`src/rtl/commit_timing_probe.sv`:
```
// commit_timing_probe: passive timing probe placed beside the commit stage.
// Watches per-port commit valid/ack handshakes, measures valid-to-ack latency,
// counts commits and port-0 stall cycles, flags acks without valid, and (when
// COMMIT_PROBE_TRACE_EN is defined) logs timestamped commits into a trace FIFO.
//
// Ports:
//   clk_i, rst_ni        clock, asynchronous active-low reset
//   clear_i              sync clear of stats, errors and trace (timestamp kept)
//   flush_i              zeroes in-flight latency trackers only
//   valid_i, ack_i       per-port commit handshake
//   trans_id_i           per-port transaction id, port 0 in the LSBs
//   commit_cnt_o         saturating count of accepted commits
//   stall_cnt_o          saturating count of valid&!ack cycles on port 0
//   max_lat_o            per-port max valid-to-ack latency, port 0 in the LSBs
//   proto_err_o          sticky: ack seen without valid
//   trace_rd_i           pop trace head
//   trace_valid_o        trace FIFO non-empty (first-word-fall-through)
//   trace_data_o         {timestamp, port, trans_id} of the head entry
//   trace_ovf_o          sticky: trace entry dropped because the FIFO was full
//
// Build option: COMMIT_PROBE_TRACE_EN enables the trace FIFO. Without it the
// trace outputs are tied to 0 and trace_rd_i is ignored.

// Per-port latency tracker: counts valid&!ack cycles, records the largest
// count observed at the accepting cycle.
module commit_lat_lane #(
  parameter int LAT_W = 8
) (
  input  logic             clk_i,
  input  logic             rst_ni,
  input  logic             clear_i,
  input  logic             flush_i,
  input  logic             valid_i,
  input  logic             ack_i,
  output logic [LAT_W-1:0] max_lat_o
);
  logic [LAT_W-1:0] lat_q;

  always_ff @(posedge clk_i or negedge rst_ni) begin
    if (!rst_ni) begin
      lat_q     <= '0;
      max_lat_o <= '0;
    end else begin
      // flush wins over the increment; otherwise any non-stall cycle restarts
      if (flush_i)               lat_q <= '0;
      else if (valid_i && !ack_i) lat_q <= (&lat_q) ? lat_q : lat_q + 1'b1;
      else                       lat_q <= '0;

      // the sample is the pre-accept count, so a same-cycle ack reads 0
      if (clear_i)                                  max_lat_o <= '0;
      else if (valid_i && ack_i && lat_q > max_lat_o) max_lat_o <= lat_q;
    end
  end
endmodule

module commit_timing_probe #(
  parameter int NR_COMMIT_PORTS = 2,
  parameter int TRANS_ID_BITS   = 3,
  parameter int CNT_W           = 32,
  parameter int LAT_W           = 8,
  parameter int TRACE_DEPTH     = 16
) (
  input  logic                                     clk_i,
  input  logic                                     rst_ni,
  input  logic                                     clear_i,
  input  logic                                     flush_i,
  input  logic [NR_COMMIT_PORTS-1:0]               valid_i,
  input  logic [NR_COMMIT_PORTS-1:0]               ack_i,
  input  logic [NR_COMMIT_PORTS*TRANS_ID_BITS-1:0] trans_id_i,
  output logic [CNT_W-1:0]                         commit_cnt_o,
  output logic [CNT_W-1:0]                         stall_cnt_o,
  output logic [NR_COMMIT_PORTS*LAT_W-1:0]         max_lat_o,
  output logic                                     proto_err_o,
  input  logic                                     trace_rd_i,
  output logic                                     trace_valid_o,
  output logic [CNT_W+$clog2(NR_COMMIT_PORTS)+TRANS_ID_BITS-1:0] trace_data_o,
  output logic                                     trace_ovf_o
);
  localparam int PW = $clog2(NR_COMMIT_PORTS);
  localparam int TW = CNT_W + PW + TRANS_ID_BITS;
  localparam int NW = $clog2(NR_COMMIT_PORTS + 1);

  logic [NR_COMMIT_PORTS-1:0]            accept;
  logic [NR_COMMIT_PORTS-1:0][LAT_W-1:0] lane_max;
  logic [NW-1:0]                         n_acc;
  logic [CNT_W:0]                        commit_sum, stall_sum;
  logic [CNT_W-1:0]                      ts_q;

  assign accept    = valid_i & ack_i;
  assign max_lat_o = lane_max;

  for (genvar p = 0; p < NR_COMMIT_PORTS; p++) begin : g_lane
    commit_lat_lane #(.LAT_W(LAT_W)) u_lane (
      .clk_i    (clk_i),
      .rst_ni   (rst_ni),
      .clear_i  (clear_i),
      .flush_i  (flush_i),
      .valid_i  (valid_i[p]),
      .ack_i    (ack_i[p]),
      .max_lat_o(lane_max[p])
    );
  end

  always_comb begin
    n_acc = '0;
    for (int p = 0; p < NR_COMMIT_PORTS; p++) n_acc = n_acc + NW'(accept[p]);
  end

  // one extra bit catches the carry for saturation
  assign commit_sum = {1'b0, commit_cnt_o} + (CNT_W+1)'(n_acc);
  assign stall_sum  = {1'b0, stall_cnt_o} + (CNT_W+1)'(valid_i[0] & ~ack_i[0]);

  always_ff @(posedge clk_i or negedge rst_ni) begin
    if (!rst_ni) begin
      commit_cnt_o <= '0;
      stall_cnt_o  <= '0;
      proto_err_o  <= 1'b0;
      ts_q         <= '0;
    end else begin
      ts_q <= ts_q + 1'b1;
      if (clear_i) begin
        commit_cnt_o <= '0;
        stall_cnt_o  <= '0;
        proto_err_o  <= 1'b0;
      end else begin
        commit_cnt_o <= commit_sum[CNT_W] ? '1 : commit_sum[CNT_W-1:0];
        stall_cnt_o  <= stall_sum[CNT_W]  ? '1 : stall_sum[CNT_W-1:0];
        if (|(ack_i & ~valid_i)) proto_err_o <= 1'b1;
      end
    end
  end

`ifdef COMMIT_PROBE_TRACE_EN
  localparam int AW = $clog2(TRACE_DEPTH);
  localparam int CW = $clog2(TRACE_DEPTH + 1);

  logic [TW-1:0]                      mem [TRACE_DEPTH];
  logic [AW-1:0]                      wr_ptr, rd_ptr;
  logic [CW-1:0]                      cnt_q;
  logic                               pop, drop;
  logic [CW:0]                        free, n_wr;
  logic [NR_COMMIT_PORTS-1:0]         we;
  logic [NR_COMMIT_PORTS-1:0][AW-1:0] slot;
  logic [NR_COMMIT_PORTS-1:0][TW-1:0] entry;

  // {timestamp, port, id} built arithmetically so a 1-port build (no port
  // field) needs no zero-width slice
  for (genvar p = 0; p < NR_COMMIT_PORTS; p++) begin : g_entry
    assign entry[p] = (TW'(ts_q) << (PW + TRANS_ID_BITS)) |
                      (TW'(p) << TRANS_ID_BITS) |
                      TW'(trans_id_i[p*TRANS_ID_BITS +: TRANS_ID_BITS]);
  end

  assign pop  = trace_rd_i & (cnt_q != '0);
  // a pop on a full FIFO frees its slot for this cycle's writes
  assign free = (CW+1)'(TRACE_DEPTH) - {1'b0, cnt_q} + (CW+1)'(pop);

  // pack accepts into consecutive slots, lowest port first; overflow drops
  // the highest ports
  always_comb begin
    n_wr = '0;
    drop = 1'b0;
    we   = '0;
    slot = '0;
    for (int p = 0; p < NR_COMMIT_PORTS; p++) begin
      if (accept[p]) begin
        if (n_wr < free) begin
          we[p]   = 1'b1;
          slot[p] = wr_ptr + AW'(n_wr);
          n_wr    = n_wr + 1'b1;
        end else begin
          drop = 1'b1;
        end
      end
    end
  end

  always_ff @(posedge clk_i) begin
    if (!clear_i)
      for (int p = 0; p < NR_COMMIT_PORTS; p++)
        if (we[p]) mem[slot[p]] <= entry[p];
  end

  always_ff @(posedge clk_i or negedge rst_ni) begin
    if (!rst_ni) begin
      wr_ptr      <= '0;
      rd_ptr      <= '0;
      cnt_q       <= '0;
      trace_ovf_o <= 1'b0;
    end else if (clear_i) begin
      wr_ptr      <= '0;
      rd_ptr      <= '0;
      cnt_q       <= '0;
      trace_ovf_o <= 1'b0;
    end else begin
      wr_ptr <= wr_ptr + AW'(n_wr);
      rd_ptr <= rd_ptr + AW'(pop);
      cnt_q  <= cnt_q + CW'(n_wr) - CW'(pop);
      if (drop) trace_ovf_o <= 1'b1;
    end
  end

  assign trace_valid_o = (cnt_q != '0);
  assign trace_data_o  = trace_valid_o ? mem[rd_ptr] : '0;
`else
  logic unused_trace;
  assign unused_trace  = ^{trace_rd_i, ts_q, trans_id_i};
  assign trace_valid_o = 1'b0;
  assign trace_data_o  = '0;
  assign trace_ovf_o   = 1'b0;
`endif
endmodule

```
`config.mk`:
```
export PLATFORM = sky130hd
export DESIGN_NAME = commit_timing_probe
export DESIGN_NICKNAME = d
export VERILOG_FILES = /design/src/rtl/commit_timing_probe.sv
export SDC_FILE = /design/constraint.sdc
export NUM_CORES = 1
export LEC_CHECK = 0
export BUFFER_PORTS_ARGS = -buffer_cell sky130_fd_sc_hd__buf_2
export CORE_ASPECT_RATIO = 0.7
export CORE_MARGIN = 2
export CORE_UTILIZATION = 40
export CTS_CLUSTER_SIZE = 24
export DETAILED_ROUTE_END_ITERATION = 10
export GPL_TIMING_DRIVEN = 1
export SLEW_MARGIN = 20
export SYNTH_ARGS = -nofsm -noshare
export SYNTH_HDL_FRONTEND = slang
export SYNTH_SLANG_ARGS = --single-unit
export TNS_END_PERCENT = 10
```
`constraint.sdc`:
```
create_clock -name clk_i -period 4.75 [get_ports clk_i]
set_input_delay 0.7125 -clock clk_i [delete_from_list [all_inputs] [get_ports clk_i]]
set_output_delay 0.7125 -clock clk_i [all_outputs]
set_load 0.01 [all_outputs]
```
; ---- Yosys cells after proc, flatten, opt, wreduce, memory -nomap -nowiden
; Cells that the tools add are included.
[totals]
reg_bits = 97
in_bits = 15
output_inout_bits = 119
wordCells = 51
[op_classes]
n_addsub = 5
n_lt_le_gt_ge = 2
n_eq_ne = 2
mux = 16
bitwise_logic = 5
reduce_logical = 14
[op_table]
columns = operator, count
row1 = 32-bit two-way mux, 4
row2 = 8-bit two-way mux, 10
row3 = 32-bit by 2-bit adder with 33-bit output, 1
row4 = 32-bit by 33-bit adder with 33-bit output, 1
row5 = 1-bit by 33-bit bitwise AND with 33-bit output, 1
row6 = 1-bit NOT with 33-bit output, 1
row7 = 8-bit by 1-bit adder with 8-bit output (second input constant), 2
row8 = 8-bit > comparator, 2
row9 = 8-bit AND reduction, 2
row10 = 1-bit logical AND, 6
row11 = 3-bit != test (second input constant), 2
row12 = 2-bit nonzero test, 3
row13 = 2-bit bitwise AND, 2
row14 = 1-bit by 1-bit adder with 2-bit output, 1
row15 = 1-bit zero test, 2
row16 = 1-bit two-way mux, 2
row17 = 2-bit NOT, 1
row18 = 2-bit OR reduction, 1

; ---- Longest topological paths before layout
; Gate-level depths: netlist of run 1.
[logic_depth]
word_depth = 5
ltp_mapped = 11
ltp_nobuf = 9

; ---- By module
; Synthesis of run 1 repeated with hierarchy kept, for this count alone.
[hier_totals]
hier_cells = 632
area_unflattened_um2 = 5945.7
[by_module_without_submodules]
columns = mod, n_inst, cells_per_inst, area_per_inst_um2, seq_area_each_um2
row1 = commit_timing_probe, 1, 430, 3948.8, 1626.6
row2 = commit_lat_lane, 2, 101, 998.5, 400.4

; ---- Least setup slack after synthesis of run 1
; No wires, ideal clock.
[synth_path]
path_type = in2reg
start = input port valid_i[0]
end = register stall_cnt_o[28]
setup_time_ps = 99
t_arrival_ps = 2408
t_required_ps = 4651
setup_slack_ps = 2243
stages = 9
path_buffers = 0
cell_sequence = inv_1 nor2_1 ha_1 ha_1 nand3_2 or3_4 nor3_4 a31oi_1 a311oi_1
[synth_via]
elab_chain_cells = 4
[synth_rtl]
columns = element, line_no
row1 = start: declaration, 67  ; input logic [NR_COMMIT_PORTS-1:0] valid_i,
row2 = 1-bit by 33-bit bitwise AND with 33-bit output, 111  ; assign stall_sum = {1'b0, stall_cnt_o} + (CNT_W+1)'(valid_i[0] & ~ack_i[0]);
row3 = 32-bit by 33-bit adder with 33-bit output, 111
row4 = 32-bit two-way mux, 127  ; stall_cnt_o <= stall_sum[CNT_W] ? '1 : stall_sum[CNT_W-1:0];
row5 = 32-bit two-way mux, 121  ; if (clear_i) begin
row6 = end signal: assignment, 127
row7 = end: declaration, 71  ; output logic [CNT_W-1:0] stall_cnt_o,
; Every way passes these cells.
; A chain may end at the register's enable or synchronous reset.

; ---- Worst setup path in the final report of run 1
[layout_path]
start = input port ack_i[1]
end = register commit_cnt_o[7]
[layout_via]
elab_chain_cells = 5
[layout_rtl]
columns = element, line_no
row1 = start: declaration, 68  ; input logic [NR_COMMIT_PORTS-1:0] ack_i,
row2 = 2-bit bitwise AND, 89  ; assign accept = valid_i & ack_i;
row3 = 1-bit by 1-bit adder with 2-bit output, 106  ; for (int p = 0; p < NR_COMMIT_PORTS; p++) n_acc = n_acc + NW'(accept[p]);
row4 = 32-bit by 2-bit adder with 33-bit output, 110  ; assign commit_sum = {1'b0, commit_cnt_o} + (CNT_W+1)'(n_acc);
row5 = 32-bit two-way mux, 126  ; commit_cnt_o <= commit_sum[CNT_W] ? '1 : commit_sum[CNT_W-1:0];
row6 = 32-bit two-way mux, 121
row7 = end signal: assignment, 126
row8 = end: declaration, 70  ; output logic [CNT_W-1:0] commit_cnt_o,
; Every way passes these cells.

==> results of run 1 <==
registers in the layout, summed over array words and instances (netlist names):
register                 count
stall_cnt_o                 32
commit_cnt_o                32
proto_err_o                  1
g_lane.u_lane.max_lat_o     16
g_lane.u_lane.lat_q         16
synth_stat cells, types with 7 or more instances:
cell / number / area, sq um
a41o_1: 17 / 170
and3_1: 18 / 113
clkbuf_1: 16 / 60.1
nand3_1: 23 / 115
a21oi_1: 77 / 385
inv_1: 26 / 97.6
nor3_1: 8 / 40.0
buf_2: 7 / 35.0
nand2_1: 44 / 165
a31oi_1: 8 / 50.1
a211oi_1: 8 / 60.1
xor2_1: 36 / 315
buf_4: 39 / 293
nor2_1: 32 / 120
dfrtp_1: 97 / 2430
xnor2_1: 15 / 131
ha_1: 21 / 263
nand4_1: 29 / 181
metal layers:
| metal | track usage | vias to the layer above | routed length [um] |
|---|---|---|---|
| li1 | - | 2149 | - |
| met1 | 0.248 | 2217 | 6010 |
| met2 | 0.274 | 101 | 5650 |
| met3 | 0.0412 | 10 | 621 |
| met4 | 0.0422 | 0 | 98 |
| met5 | 0 | - | 0 |
path summary, 6_finish.rpt:
path / startpoint / slack, ns / end
max in group asynchronous: rst_ni / 3.27 / g_lane[0].u_lane.lat_q[6]
max reg2reg: commit_cnt_o[0] / 2.29 / commit_cnt_o[7]
min in group clk_i: proto_err_o / 0.52 / proto_err_o
min: rst_ni / 0.46 / g_lane[1].u_lane.max_lat_o[7]
min reg2reg: proto_err_o / 0.52 / proto_err_o
max: ack_i[1] / 2.00 / commit_cnt_o[7]
stage by stage:
step / area (sq um) / utilization
6_report: 6350 / 0.478
5_1_grt: 6350 / 0.478
4_1_cts: 6320 / 0.476
3_5_place_dp: 5960 / 0.449
3_3_place_gp: 5960 / 0.449
2_1_floorplan: 5630 / -
final cells by class:
| cell class | instances | share of cell area |
|---|---|---|
| multi-input cells | 430 | 0.431 |
| flip-flops and latches | 97 | 0.382 |
| repair buffers | 94 | 0.0769 |
| clock buffers | 10 | 0.0377 |
| well taps | 185 | 0.0365 |
| clock inverters | 5 | 0.0201 |
| inverters | 26 | 0.0154 |
cells by family (layout without fill, tap and decap cells):
logic type,count (synthesis),in the layout,share of synthesized area
and+or+nand+nor,183,183,0.177
AOI/OAI and AO/OA,133,133,0.153
DFF,97,97,0.442
buffers and inverters,88,135,0.0884
xor gates and xnor gates,51,51,0.0813
adders and majority gates,22,22,0.0515
muxes,3,3,0.00547
other,1,38,0.000683
power groups by stage:
stage	clock network, uW	registers (uW)	logic, uW
6_report	893	836	78.4
5_1_grt	950	836	91.4
4_1_cts	916	835	80.8
3_5_place_dp	0	851	80.4
3_3_place_gp	0	851	78.6
2_1_floorplan	0	853	65.4
cells in the final DEF, fill, tap and decap left out, types with 23 or more instances in the layout:
cell,n
xor2_1,36
a21oi_1,77
inv_1,26
buf_2,87
nand4_1,29
nor2_1,32
conb_1,38
nand3_1,23
nand2_1,44
dfrtp_1,97
==> results.md, run 1 <==
Power:
- The static leakage is 0.00319 uW.
- Of the total power, the clock network draws 0.494.
- The power density over the cells is 285 nW/um^2.
- The sequential power share is 0.463.
- The part of the total power dissipated in combinational logic is 0.043.
- Of the total power, the share spent switching nets is 0.210.
- Internal power comes to 1430 uW.
- The total power is 1810 uW.
- The worst ir drop on vdd is 188 uV.
- The analysis attributes to net switching a power of 380 uW.

Route:
- The detail route stage leaves a number of antenna-violating nets equal to 0.
- The per-cell via count in the routed design is 5.29.
- For this block, the initial DRC count from the detailed router was 219.
- The final routed DRC violation total is 0.
- The routed layout has 4477 vias.
- Wires add up to 12.4 mm.
- The first TritonRoute pass finished after 4 iterations.
- The mean routed wirelength per cell is 14.6 um.

GRT:
- The via count of the first global-routing pass is 4208.
- The largest net degree at the start of global routing is 68.
- The number of antenna violations at the first check in global routing is 0.
- The total routing resource utilization after global routing is 0.175.
- The remaining global-route overflow is 0.
- The first global-routing pass estimated 20.7 mm of wire.

Floorplan:
- In this run the standard cell core region covers 13300 sq um.
- In this run the core area contains 35 standard-cell rows.
- The initial utilization of the core area, before any placement, comes to 0.414.
- The overall die area is 14700 sq um.
- In this run the vertical extent of the chip is 102 um.
- The number of I/O pins is 134.
- The die is 144 um wide.

STA:
- The number of endpoints failing setup at the final stage is 0.
- The number of hold-slack violations in the final timing report is 0.
- Setup total negative slack on the finished layout was measured at 0 ns.
- The final worst hold slack is 0.465 ns.
- In the finished design, the share of the clock period the worst path needs comes to 0.579.
- Between clock sinks in the finished design, the worst skew comes to 0.00720 ns.
- The routed design could run at a clock period as short as 2.75 ns.
- Setup repair after global routing left no endpoint under its margin.
- At the pin with the least slew margin, the transition time is 0.906 ns.
- Static timing analysis puts the maximum clock frequency at 363 MHz.
- Headroom to the max-slew limit came out at 0.395.
- The setup slack after layout is 2.00 ns.
- The count of final max-slew check failures is 0.

Logic synthesis:
- The cell count after synthesis came out at 578.
- During synthesis, Yosys emitted a total of 0 warnings.
- The fraction of registers with async set/reset is 1.00.
- Counting flops with a built-in enable in the synthesized netlist gives 0.
- The post-synthesis cell area is 5490 sq um.
- The post-synthesis sequential area ratio is 0.442.
- The mean post-synth cell area is 9.51 sq um.
- Yosys mapped the design onto 50 distinct sky130hd cell types.
- The leading register cell type out of synthesis is dfrtp_1.
- Counting flops and latches in the post-synthesis netlist gives 97.

Critical path:
- The nature of the critical path endpoint is a flop.
- The worst path required time is 5.01 ns.
- The largest single stage delay on the critical path is 0.42 ns.
- The launching element type of the critical path is a primary input.
- Walking the worst path, the cells encountered are buf_2 > nand2_1 > inv_1 > fa_1 > ha_1 > nand4_1 > nor3_4 > and3_1 > nand2_4 > a21oi_1.
- The depth of the critical timing path with buffers and inverters included is 10.
- The critical path contains buffers and inverters numbering 2 combined.
- The path type of the worst setup path is in -> reg.
- The endpoint arrival time on the critical path is 3.01 ns.
- Among cell families on the critical path, the largest total delay comes from simple AND/OR/NAND/NOR gates.
- The number of cells on the worst reg-to-reg path is 7.
- The critical path's slowest cell is nor3_4.
- The maximum fanout count along the critical path is 27.

Place:
- The pre-CTS worst setup slack is 1.61 ns.
- The placed wire-length estimate after detailed placement is 8.67 mm.
- The total of buffers placed on input and output ports is 88.
- At the end of routability-driven placement, the weighted congestion stood at 0.849.
- The placed instance count is 830.

Cells and area:
- The fraction of layout cells with a size suffix above 1 is 0.186.
- The filler-free cell count of the finished design is 847.
- For this run, the post-layout net count is 695.
- The count of antenna diodes in the layout is 0.
- The post-synthesis to final-layout area growth is 15.5%.
- The layout has 1273 filler cells.
- In the final layout, the multi-input gates occupy 2740 sq um.
- The register area is 2430 sq um.

Clocking:
- The CTS buffer count is 9.
- The clock sink total is 97.
- In this run the clock root is driven by a clkbuf_16.
- The clock-pin slew on the worst setup and hold paths is 0.06 ns.
- Post-CTS repair changed the size of 0 cells.
- The number of hold buffers added after CTS was 0.
- The number of post-CTS setup repair buffers is 0.
- The number of levels in the clock H-tree is 3.
- TritonCTS built the clock tree.
- The maximum count of clock buffers along a single path is 2.
- The clock latency reported for the late side of the worst-skew pair is 0.34 ns.

Run:
- The tool flagged a number of max-cap violations equal to 0.

Min path:
- The tightest min-delay check is of the in -> async type.

Run status:
- The run finished with clean final reports.
No activity file was read; power rests on OpenSTA's default activity.
==> run 2, diff against run 1 <==
ABC_AREA = 1   (was not set)
clock period = 2.7 ns   (was 4.75 ns; I/O delays follow)
==> results.md, run 2 <==
Clocking:
- The number of hold buffers added after CTS is 0.
- The number of post-CTS setup repair buffers is 0.
- The CTS tree is built.
- The count of instances resized after the clock tree is built is 0.
- In this run the deepest clock path goes through 2 buffers.
- In this run, CTS created clock tree buffers numbering 9.
- The clock latency reported for the late side of the worst-skew pair is 0.34 ns.
- In this run the number of H-tree levels came out at 3.
- The clock sink total is 97.
- After clock tree synthesis, the clock-pin slew on the worst setup and hold paths is 0.07 ns.
- Clock tree synthesis selected as its root buffer the cell clkbuf_16.

Floorplan:
- The core region is 15500 sq um.
- Row generation in the floorplan step produced 38 rows.
- From left edge to right edge, the die measures 155 um.
- The die covers 17000 sq um.
- The initial utilization of the core area, before any placement, comes to 0.411.
- The die height is 110 um.
- The number of I/O pins is 134.

Route:
- In this run, the number of DRC markers left after iteration 0 of detailed routing was 352.
- The highest metal layer carrying signal wires in the routed design is met4.
- The routed length on met2 is 6.65 mm.
- In the routed design, unresolved DRC markers number 0.
- Once detail routing completed, the nets flagged for antenna violations numbered 0.
- Across all layers, the routed design uses 5743 vias.
- Using the TritonRoute via totals, the vias-per-cell ratio works out to 4.74.
- In the detailed route, the total length drawn on met3 is 714 um.
- The detailed-routing wirelength on met1 is 8.78 mm.
- The detailed-route wire length is 16.3 mm.
- The pre-antenna-repair detailed-routing pass consisted of 5 iterations.
- The mean routed wirelength per cell is 13.4 um.

Place:
- At the end of routability-driven placement, the weighted congestion stood at 0.896.
- In this run the tool buffered the top-level ports with 88 buffer cells.
- The placed wire-length estimate after detailed placement is 12.4 mm.
- The placed instances occupy a cell area of 6950 sq um.

STA:
- Setup violations remaining at the end of the flow were counted as 0.
- The final worst hold slack is 0.0239 ns.
- Of the available clock period, the critical path in the final layout requires 0.801.
- The setup total negative slack is 0 ns.
- Setup repair after global routing left no endpoint under its margin.
- The number of hold-slack violations in the final timing report is 0.
- The peak clock frequency supported by timing is 463 MHz.
- Counting I/O delays and the setup requirement, the final critical path takes 2.16 ns.
- On the final layout, the worst clock skew is 0.00874 ns.
- The count of final max-slew check failures is 0.

Run:
- The number of max-cap violations is 0.

Cells and area:
- In the final layout, the share of cells above drive strength 1 is 0.144.
- The finished layout cell area is 7250 sq um.
- The area growth from synthesis to layout is 13.4%.
- In the final layout, the registers with the most flip-flops are commit_cnt_o x32, stall_cnt_o x32.
- 0 antenna diodes ended up in the layout.
- The final net count is 1046.
- The library cell used most frequently in the layout, excluding fill and tap cells, is nand2_1.
- Leaving out fill and tap cells, the most frequent cells in the layout are 258 x nand2_1, 131 x inv_1, 117 x nor2_1.

Logic synthesis:
- The netlist uses 31 different library cells.
- The number of flops mapped to enable cells by yosys is 0.
- The dominant cell type by area after synthesis is dfrtp_1.
- The fraction of registers with async set/reset is 1.00.
- In the post-synthesis netlist, the biggest area contributors are dfrtp_1 38%, nand2_1 15%, inv_1 7.7%, nor2_1 6.9%, nand3_1 6.7%.
- In this run the cell area of the synthesized design comes to 6400 sq um.
- The post-synthesis sequential area ratio is 0.379.
- The most numerous cell in the Yosys netlist is nand2_1.
- The number of instances in the synthesized netlist is 914.
- Yosys printed 0 warnings.
- The share of the synthesized area in the top cell type is 0.379.
- Counting flops and latches in the post-synthesis netlist gives 97.
- The mean post-synth cell area is 7.00 sq um.
- By count the netlist is led by 258 x nand2_1, 132 x inv_1, 117 x nor2_1.
- The leading register cell type out of synthesis is dfrtp_1.

Critical path:
- Traced cell by cell, the critical path runs through fa_1 > ha_1 > nand2_2 > nor2_4 > nand2_1 > nor2_2 > nand2_2 > buf_4 > nand3_1 > nand2_1 > inv_1.
- Across all register-to-register paths, the minimum setup slack is 0.54 ns.
- On the worst path, the slowest cell contributes a delay of 0.51 ns.
- The nature of the critical path endpoint is a flop.
- The worst path required time is 2.93 ns.
- The launching point of the worst reg2reg path is commit_cnt_o[0].
- For the worst setup path, the data arrival time is 2.40 ns.
- STA classifies the critical path startpoint as a flop.
- In this run the worst setup path begins at commit_cnt_o[0].
- The worst setup path is of the reg -> reg kind.
- The number of buffer and inverter instances along the worst setup path is 2.
- The critical path's slowest cell is fa_1.
- In this run the worst path has a maximum fanout of 14.
- Broken down by cell family, the worst path's largest delay share belongs to adder cells.

Power:
- The part of the total power dissipated in combinational logic is 0.050.
- The sequential power share is 0.495.
- The static leakage is 0.00372 uW.
- IR analysis of the VDD net gives a maximum drop of 268 uV.
- Internal power comes to 2300 uW.
- The switching power is 673 uW.
- The power density over the cells is 409 nW/um^2.
- Of the total power, the share spent switching nets is 0.227.
- The share of total power dissipated in the clock network is 0.455.

GRT:
- The number of antenna violations at the first check in global routing is 0.
- Entering global routing, the biggest net connects 45 pins.
- The first global-routing pass estimated 26.4 mm of wire.
- After global routing the overflow that remains totals 0.
- The total routing resource utilization after global routing is 0.195.
- The via count of the first global-routing pass is 5069.

Run status:
- The flow ran to the end, and the final reports show no timing, DRC or antenna violations.

Min path:
- The worst min-delay path class is in -> async.
-- run 2: cell count changes after synthesis, sizes merged, moves of 10 or more --
| cell | previous run | this run |
|---|---|---|
| nand3 | 24 | 88 |
| nand4 | 30 | 20 |
| clkbuf | 16 | 6 |
| inv | 26 | 132 |
| a21oi | 77 | 47 |
| nor2 | 32 | 131 |
| and3 | 18 | 0 |
| nand2 | 45 | 264 |
| o21ai | 4 | 20 |
| xor2 | 36 | 11 |
| a41o | 17 | 0 |
-- run 2: stage by stage --
stage          setup slack (ns)  utilization  total power [uW]  std cells
2_1_floorplan             0.715            -              1620        951
3_3_place_gp              0.282        0.447              1650       1198
3_5_place_dp              0.282        0.447              1650       1198
4_1_cts                   0.532        0.467              3020       1212
5_1_grt                   0.399        0.467              3100       1212
6_report                  0.538        0.467              2970       1212
-- run 2: final cells by class --
class,instances,area (sq um)
Fill cell,1639,8290
Multi-Input combinational cell,668,3210
Sequential cell,97,2430
Timing Repair Buffer,101,566
Inverter,132,495
Tap cell,200,250
Clock buffer,11,233
Clock inverter,3,67.6
-- run 2: kinds of logic after synthesis --
family	count (synthesis)	synth area share
buf+inv	186	0.140
compound gates	73	0.0640
simple gates	511	0.339
other cells	1	0.000586
xor+xnor	24	0.0329
fa+ha+maj	22	0.0442
flops	97	0.379
-- run 2: worst reg2reg max path, delay by kind of cell, from the launching register on --
kind,cells,cell delay [ns]
fa+ha+maj,2,0.76
buf+inv,2,0.27
flops,1,0.41
simple gates,7,0.63
-- run 2: routing by layer --
| layer | GRT usage | up-vias |
|---|---|---|
| li1 | - | 2987 |
| met1 | 0.303 | 2614 |
| met2 | 0.284 | 134 |
| met3 | 0.0315 | 8 |
| met4 | 0.0390 | 0 |
| met5 | 0 | - |
-- run 2: worst paths after layout --
kind                                                 end  depth (start not counted)
max                                     commit_cnt_o[22]                         11
min                        g_lane[1].u_lane.max_lat_o[1]                          1
max reg2reg                             commit_cnt_o[22]                         11
min reg2reg                                  proto_err_o                          2
max in group asynchronous                stall_cnt_o[23]                          2
min in group clk_i             g_lane[0].u_lane.lat_q[3]                          2
-- run 2: power groups by stage --
stage               Sequential (uW)  Combinational [uW]  Clock, uW
finish                         1470                 149       1350
global route                   1470                 175       1460
CTS                            1470                 152       1400
detailed placement             1500                 152          0
global placement               1500                 151          0
floorplan                      1500                 119          0
